`src/rtl/bias_add_stage_if.sv`:
```
// Stream and bias-ROM signal bundle for bias_add_stage.
// slave = the stage itself, master = the producer/consumer/ROM side.
interface bias_add_stage_if #(
   parameter int dwidth = 16,
   parameter int PE_Num = 8,
   parameter int awidth = 32
);
   logic                       psum_valid;
   logic                       psum_ready;
   logic [PE_Num*awidth-1:0]   psum;
   logic [4:0]                 psum_ch;
   logic [4:0]                 rom_bias_raddr;
   logic [PE_Num*dwidth-1:0]   rom_bias;
   logic                       out_valid;
   logic                       out_ready;
   logic [PE_Num*dwidth-1:0]   out_data;
   logic [15:0]                sat_count;

   modport slave (
      input  psum_valid, psum, psum_ch, rom_bias, out_ready,
      output psum_ready, rom_bias_raddr, out_valid, out_data, sat_count
   );

   modport master (
      output psum_valid, psum, psum_ch, rom_bias, out_ready,
      input  psum_ready, rom_bias_raddr, out_valid, out_data, sat_count
   );
endinterface

```
`src/rtl/bias_add_stage.sv`:
```
// Two-stage bias add / rescale / saturate pipeline fed by a 1-cycle bias ROM.
// Optional macro BIAS_ADD_RELU_EN zeroes negative lanes after the clamp.
module bias_add_stage #(
   parameter int dwidth    = 16,
   parameter int PE_Num    = 8,
   parameter int awidth    = 32,
   parameter int OUT_SHIFT = 8
) (
   input logic             clk,
   input logic             rst,
   bias_add_stage_if.slave bus
);
   localparam int dw_tot = PE_Num*dwidth;
   localparam int aw_tot = PE_Num*awidth;

   localparam logic signed [awidth:0] lane_max_c =
      $signed({{(awidth-dwidth+2){1'b0}}, {(dwidth-1){1'b1}}});
   localparam logic signed [awidth:0] lane_min_c =
      $signed({{(awidth-dwidth+2){1'b1}}, {(dwidth-1){1'b0}}});

   logic [aw_tot-1:0] s1_psum_r;
   logic              s1_valid_r;
   logic [4:0]        held_ch_r;
   logic              out_valid_r;
   logic [dw_tot-1:0] out_data_r;
   logic [15:0]       sat_count_r;

   logic              accept_s;
   logic              s1_advance_s;
   logic              psum_ready_s;
   logic [dw_tot-1:0] result_s;
   logic              any_sat_s;

   // Lane result in [dwidth-1:0], saturation flag in [dwidth].
   function automatic logic [dwidth:0] lane_calc(
      input logic [awidth-1:0] p,
      input logic [dwidth-1:0] b
   );
      logic signed [awidth:0] t;
      logic signed [awidth:0] r;
      logic [dwidth:0]        res;
      t = {p[awidth-1], p} + {{(awidth+1-dwidth){b[dwidth-1]}}, b};
      r = t >>> OUT_SHIFT;
      if (r > lane_max_c) begin
         res = {1'b1, lane_max_c[dwidth-1:0]};
      end else if (r < lane_min_c) begin
`ifdef BIAS_ADD_RELU_EN
         res = {1'b0, {dwidth{1'b0}}};
`else
         res = {1'b1, lane_min_c[dwidth-1:0]};
`endif
      end else begin
`ifdef BIAS_ADD_RELU_EN
         if (r[awidth]) begin
            res = {1'b0, {dwidth{1'b0}}};
         end else begin
            res = {1'b0, r[dwidth-1:0]};
         end
`else
         res = {1'b0, r[dwidth-1:0]};
`endif
      end
      return res;
   endfunction

   assign accept_s     = bus.psum_valid & psum_ready_s;
   assign s1_advance_s = s1_valid_r & (~out_valid_r | bus.out_ready);
   assign psum_ready_s = ~s1_valid_r | s1_advance_s;

   // Address follows the incoming channel on accept, otherwise stays on the S1 beat.
   assign bus.rom_bias_raddr = accept_s ? bus.psum_ch : held_ch_r;
   assign bus.psum_ready     = psum_ready_s;
   assign bus.out_valid      = out_valid_r;
   assign bus.out_data       = out_data_r;
   assign bus.sat_count      = sat_count_r;

   // Per-lane bias add, rescale and clamp of the S1 beat.
   always_comb begin : lane_math
      logic [dwidth:0] lane_v;
      lane_v    = {(dwidth+1){1'b0}};
      result_s  = {dw_tot{1'b0}};
      any_sat_s = 1'b0;
      for (int i = 0; i < PE_Num; i++) begin
         lane_v = lane_calc(s1_psum_r[i*awidth +: awidth], bus.rom_bias[i*dwidth +: dwidth]);
         result_s[i*dwidth +: dwidth] = lane_v[dwidth-1:0];
         any_sat_s = any_sat_s | lane_v[dwidth];
      end
   end

   // S1: capture accepted beat and its channel.
   always_ff @(posedge clk or posedge rst) begin
      if (rst) begin
         s1_psum_r  <= {aw_tot{1'b0}};
         s1_valid_r <= 1'b0;
         held_ch_r  <= 5'd0;
      end else if (accept_s) begin
         s1_psum_r  <= bus.psum;
         s1_valid_r <= 1'b1;
         held_ch_r  <= bus.psum_ch;
      end else if (s1_advance_s) begin
         s1_valid_r <= 1'b0;
      end else begin
         s1_valid_r <= s1_valid_r;
      end
   end

   // S2: output register and saturation event counter.
   always_ff @(posedge clk or posedge rst) begin
      if (rst) begin
         out_valid_r <= 1'b0;
         out_data_r  <= {dw_tot{1'b0}};
         sat_count_r <= 16'd0;
      end else if (s1_advance_s) begin
         out_valid_r <= 1'b1;
         out_data_r  <= result_s;
         if (any_sat_s && (sat_count_r != 16'hFFFF)) begin
            sat_count_r <= sat_count_r + 16'd1;
         end else begin
            sat_count_r <= sat_count_r;
         end
      end else if (bus.out_ready) begin
         out_valid_r <= 1'b0;
      end else begin
         out_valid_r <= out_valid_r;
      end
   end
endmodule

```
`src/flat_wrapper.sv`:
```
// flat-port wrapper written by rule: the top's interface ports become plain ports
module bias_add_stage_flat 
#(
   parameter int dwidth    = 16,
   parameter int PE_Num    = 8,
   parameter int awidth    = 32,
   parameter int OUT_SHIFT = 8
)
  (clk, rst, bus_psum_valid, bus_psum, bus_psum_ch, bus_rom_bias, bus_out_ready, bus_psum_ready, bus_rom_bias_raddr, bus_out_valid, bus_out_data, bus_sat_count);
  bias_add_stage_if #(.dwidth(dwidth), .PE_Num(PE_Num), .awidth(awidth)) bus_i ();
  input logic clk;
  input logic rst;
  input wire logic [$bits(bus_i.psum_valid)-1:0] bus_psum_valid;
  input wire logic [$bits(bus_i.psum)-1:0] bus_psum;
  input wire logic [$bits(bus_i.psum_ch)-1:0] bus_psum_ch;
  input wire logic [$bits(bus_i.rom_bias)-1:0] bus_rom_bias;
  input wire logic [$bits(bus_i.out_ready)-1:0] bus_out_ready;
  output wire logic [$bits(bus_i.psum_ready)-1:0] bus_psum_ready;
  output wire logic [$bits(bus_i.rom_bias_raddr)-1:0] bus_rom_bias_raddr;
  output wire logic [$bits(bus_i.out_valid)-1:0] bus_out_valid;
  output wire logic [$bits(bus_i.out_data)-1:0] bus_out_data;
  output wire logic [$bits(bus_i.sat_count)-1:0] bus_sat_count;
  assign bus_i.psum_valid = bus_psum_valid;
  assign bus_i.psum = bus_psum;
  assign bus_i.psum_ch = bus_psum_ch;
  assign bus_i.rom_bias = bus_rom_bias;
  assign bus_i.out_ready = bus_out_ready;
  assign bus_psum_ready = bus_i.psum_ready;
  assign bus_rom_bias_raddr = bus_i.rom_bias_raddr;
  assign bus_out_valid = bus_i.out_valid;
  assign bus_out_data = bus_i.out_data;
  assign bus_sat_count = bus_i.sat_count;
  bias_add_stage #(.dwidth(dwidth), .PE_Num(PE_Num), .awidth(awidth), .OUT_SHIFT(OUT_SHIFT)) u_core (.clk(clk), .rst(rst), .bus(bus_i));
endmodule
```
`config.mk`:
```
export PLATFORM = sky130hd
export DESIGN_NAME = bias_add_stage_flat
export DESIGN_NICKNAME = d
export VERILOG_FILES = /design/src/rtl/bias_add_stage_if.sv /design/src/rtl/bias_add_stage.sv /design/src/flat_wrapper.sv
export SDC_FILE = /design/constraint.sdc
export NUM_CORES = 1
export LEC_CHECK = 0
export ABC_AREA = 1
export ABC_CLOCK_PERIOD_IN_PS = 12900
export CAP_MARGIN = 5
export CORE_ASPECT_RATIO = 0.5
export CORE_MARGIN = 5
export CORE_UTILIZATION = 35
export DETAILED_ROUTE_END_ITERATION = 16
export GPL_TIMING_DRIVEN = 0
export PLACE_DENSITY_LB_ADDON = 0.15
export SLEW_MARGIN = 10
export SYNTH_ARGS = -nofsm -noshare
export SYNTH_HDL_FRONTEND = slang
export SYNTH_SLANG_ARGS = --single-unit
```
`constraint.sdc`:
```
create_clock -name clk -period 12.9 [get_ports clk]
set_clock_uncertainty 0.05 [all_clocks]
set_input_delay 1.935 -clock clk [delete_from_list [all_inputs] [get_ports clk]]
set_output_delay 1.935 -clock clk [all_outputs]
set_load 0.03 [all_outputs]
```
==> impl_metrics.yaml <==
outcome:
  status: "completed"
clock_network:
  cts_sinks: 407
  post_cts_resized: 0
  cts_buffers: 43
  cts_tree: "yes"
  clockBufferDepth: 3
  cts_setup_buffers: 0
  ctsHoldBuffers: 0
  clk_pin_slew_ns: 0.06
  clk_latency_ns: 0.62
  ctsRootBufferMaster: "clkbuf_16"
  htreeDepth: 2
timing:
  setup-tns-final_ns: 0
  hold_ws_ns: 0.436
  fmax_mhz: 125
  rsz0062_at_grt: "no"
  setup_slack_ns: 4.89
  setup_viol: 0
  hold_violations: 0
  min_period_ns: 8.01
  slew-limit-headroom_pct: 21.1
  final_max_slew_viol_count: 0
  worst_pin_slew_ns: 1.18
  fin_crit_sh_pct: 62.1
detailed_routing:
  wirelength_mm: 116
  avgRoutedWirePerCell_um: 17.0
  ant_nets: 0
  first_iter_violations: 1704
  drc: 0
  vias: 33100
  drt_first_pass_iters: 8
  vias_per_cell: 4.86
floorplan:
  ios: 544
  die_x_um: 449
  die_h_um: 229
  initial_core_util_pct: 35.3
  dieArea_um2: 103000
  rows: 80
  core_area_um2: 95400
power:
  p_leak_nw: 21.0
  cellInternalPower_w: 0.00372
  p_comb_share_pct: 52.6
  p_clk_share_pct: 20.4
  power.switching_w: 0.00303
  peakVddDrop_uv: 93.4
  switching_share_pct: 44.9
  finalPower_w: 0.00675
  powerDensity_nw_per_um2: 159
  power_frac_seq_pct: 27.0
worst_setup_path:
  critPathBufInv: 5
  path_cells: "clkdlybuf4s50_1, inv_1, nand3_1, nand2_1, clkbuf_1, clkbuf_1, mux2_2, clkdlybuf4s50_1"
  endpoint_kind: "output pin"
  cp.depth: 8
  reg2regPathDepth: 19
  slowest_delay_ns: 0.90
  cp_max_fo: 10
  slowest_stage: "clkbuf_1"
  required_ns: 10.91
  critPathArrivalTime_ns: 6.02
  critPathKind: "in -> out"
  r2r_slack_ns: 8.99
  critPathTopFamily: "buffers and inverters"
  cp-start-kind: "input port"
placement:
  dp_cells: 6737
  dp_hpwl_mm: 97.7
  place_congestion: 0.920
  portBuffers: 543
  post-place-ws_ns: 4.80
layout:
  fillers: 10000
  drive_above_1_share_pct: 7.92
  nets: 6153
  final_common_cell: "nand2_1"
  area_delta_synth_final_pct: 26.1
  instances_no_fill: 6820
  layout_common_cells: "nand2_1 (1,616), inv_1 (665), clkdlybuf4s50_1 (543)"
grt:
  antenna_found_initial: 11
  grt.total_usage_pct: 21.9
  grt_max_degree: 39
  grt_overflow: 0
  grt_pass1_vias: 33000
  grt_pass1_wl_mm: 180
hold_path:
  whs_path_depth: 2
  hold_path_class: "reg -> reg"
logic_synthesis:
  synth_nets: 5553
  postSynthCellCount: 4911
  netlist_area_um2: 33700
  yosysWarnings: 0
  synth_seq_cells: 407
  syn_avg_cell_area_um2: 6.85
  yosysSeqAreaShare_pct: 30.3
  ys_types: 48
job:
  cap_violations: 0
-- power groups by stage --
stage	combinational [W]	sequential, W	clock, W
final	0.00355	0.00183	0.00138
after global routing	0.00392	0.00187	0.00148
after CTS	0.00358	0.00183	0.00143
after detailed placement	0.00356	0.00185	0
after global placement	0.00354	0.00185	0
after floorplan	0.00188	0.00220	0
-- through the flow --
step           utilization (%)  cell area [µm²]
3_3_place_gp              42.7            40700
6_report                  44.5            42400
4_1_cts                   44.5            42400
2_1_floorplan                -            33700
3_5_place_dp              42.9            40900
5_1_grt                   44.5            42400
-- cell usage after synthesis (all sizes together) --
cell	number	area, µm²
o211ai	6	45.0
a31oi	25	156
dfrtp	407	10200
or2	7	43.8
o21ai	89	445
xnor2	39	342
nand3	252	1270
buf	8	46.3
nor3b	2	20.0
o21bai	33	255
nor2	523	2020
o311ai	1	8.76
nand3b	22	165
o22a	5	43.8
o21a	7	52.6
nand4	31	209
clkbuf	59	221
nor4	16	100
mux2	261	2940
ha	249	3120
nor3	49	287
a41oi	1	16.3
and3	7	43.8
inv	683	2560
nand2	1642	6240
a211oi	1	7.51
a21boi	5	37.5
a21oi	367	1860
and3b	1	8.76
a21o	19	143
clkinv	3	11.3
xor2	80	701
and2	11	68.8
-- worst paths after layout --
| check | start | endpoint |
|---|---|---|
| setup / recovery | bus_out_ready | bus_rom_bias_raddr[0] |
| hold / removal | u_core.bus.out_data[127] | u_core.bus.out_data[127] |
| setup reg to reg | u_core.s1_psum_r[47] | u_core.bus.sat_count[0] |
| hold reg to reg | u_core.bus.out_data[127] | u_core.bus.out_data[127] |
| max in group asynchronous | rst | u_core.s1_psum_r[23] |
| min in group asynchronous | rst | u_core.s1_psum_r[190] |
-- per-layer routing --
metal | vias to the layer above | routed length, µm | track usage [%]
met5 | - | 7 | 0
met4 | 2 | 3160 | 6.78
met3 | 141 | 5200 | 3.49
met2 | 627 | 56800 | 39.0
met1 | 15400 | 51000 | 27.1
li1 | 16900 | - | -
-- cell type report --
class                   instances  area, µm²  share of cell area (%)
multi-input cells            3751      20600                    48.6
flip-flops and latches        407      10200                    24.0
repair buffers                555       5680                    13.4
inverters                     686       2580                    6.08
well taps                    1271       1590                    3.75
clock buffers                  56       1230                    2.89
plain buffers                  67        269                   0.634
clock inverters                19        263                   0.619
diodes                          8       20.0                  0.0472
-- worst reg2reg max path, cell delays in order, from the launching register on --
cell and delay [ns]:
dfrtp_1 0.40, ha_1 0.39, nand2_1 0.15, inv_1 0.05, nand2_1 0.07, nand2_1 0.10, a21oi_2 0.20, nor2_1 0.06
nor2_1 0.17, nand2_1 0.10, a21oi_1 0.16, xor2_1 0.57, nor2_2 0.20, nor2_1 0.15, nand2_1 0.12, nor2_2 0.27
nand4_4 0.21, buf_2 0.25, nand3_1 0.08, nand2_1 0.06
-- sequential cells by signal, summed over array words and instances, names as in the netlist --
| register | flops |
|---|---|
| u_core.s1_psum_r | 256 |
| u_core.bus.out_data | 128 |
| u_core.bus.sat_count | 16 |
| u_core.held_ch_r | 5 |
| u_core.bus.out_valid | 1 |
| u_core.s1_valid_r | 1 |
-- kinds of logic (layout without fill, tap and decap cells) --
family          count (synthesis)  after routing  synth area share [%]
other cells                     0              8                     0
xor+xnor                      119            119                  3.10
simple gates                 2563           2563                  31.1
mux                           261            261                  8.73
compound gates                559            559                  9.11
flops                         407            407                  30.3
buf+inv                       753           1383                  8.45
fa+ha+maj                     249            249                  9.26
(Power assumes the default switching activity.)
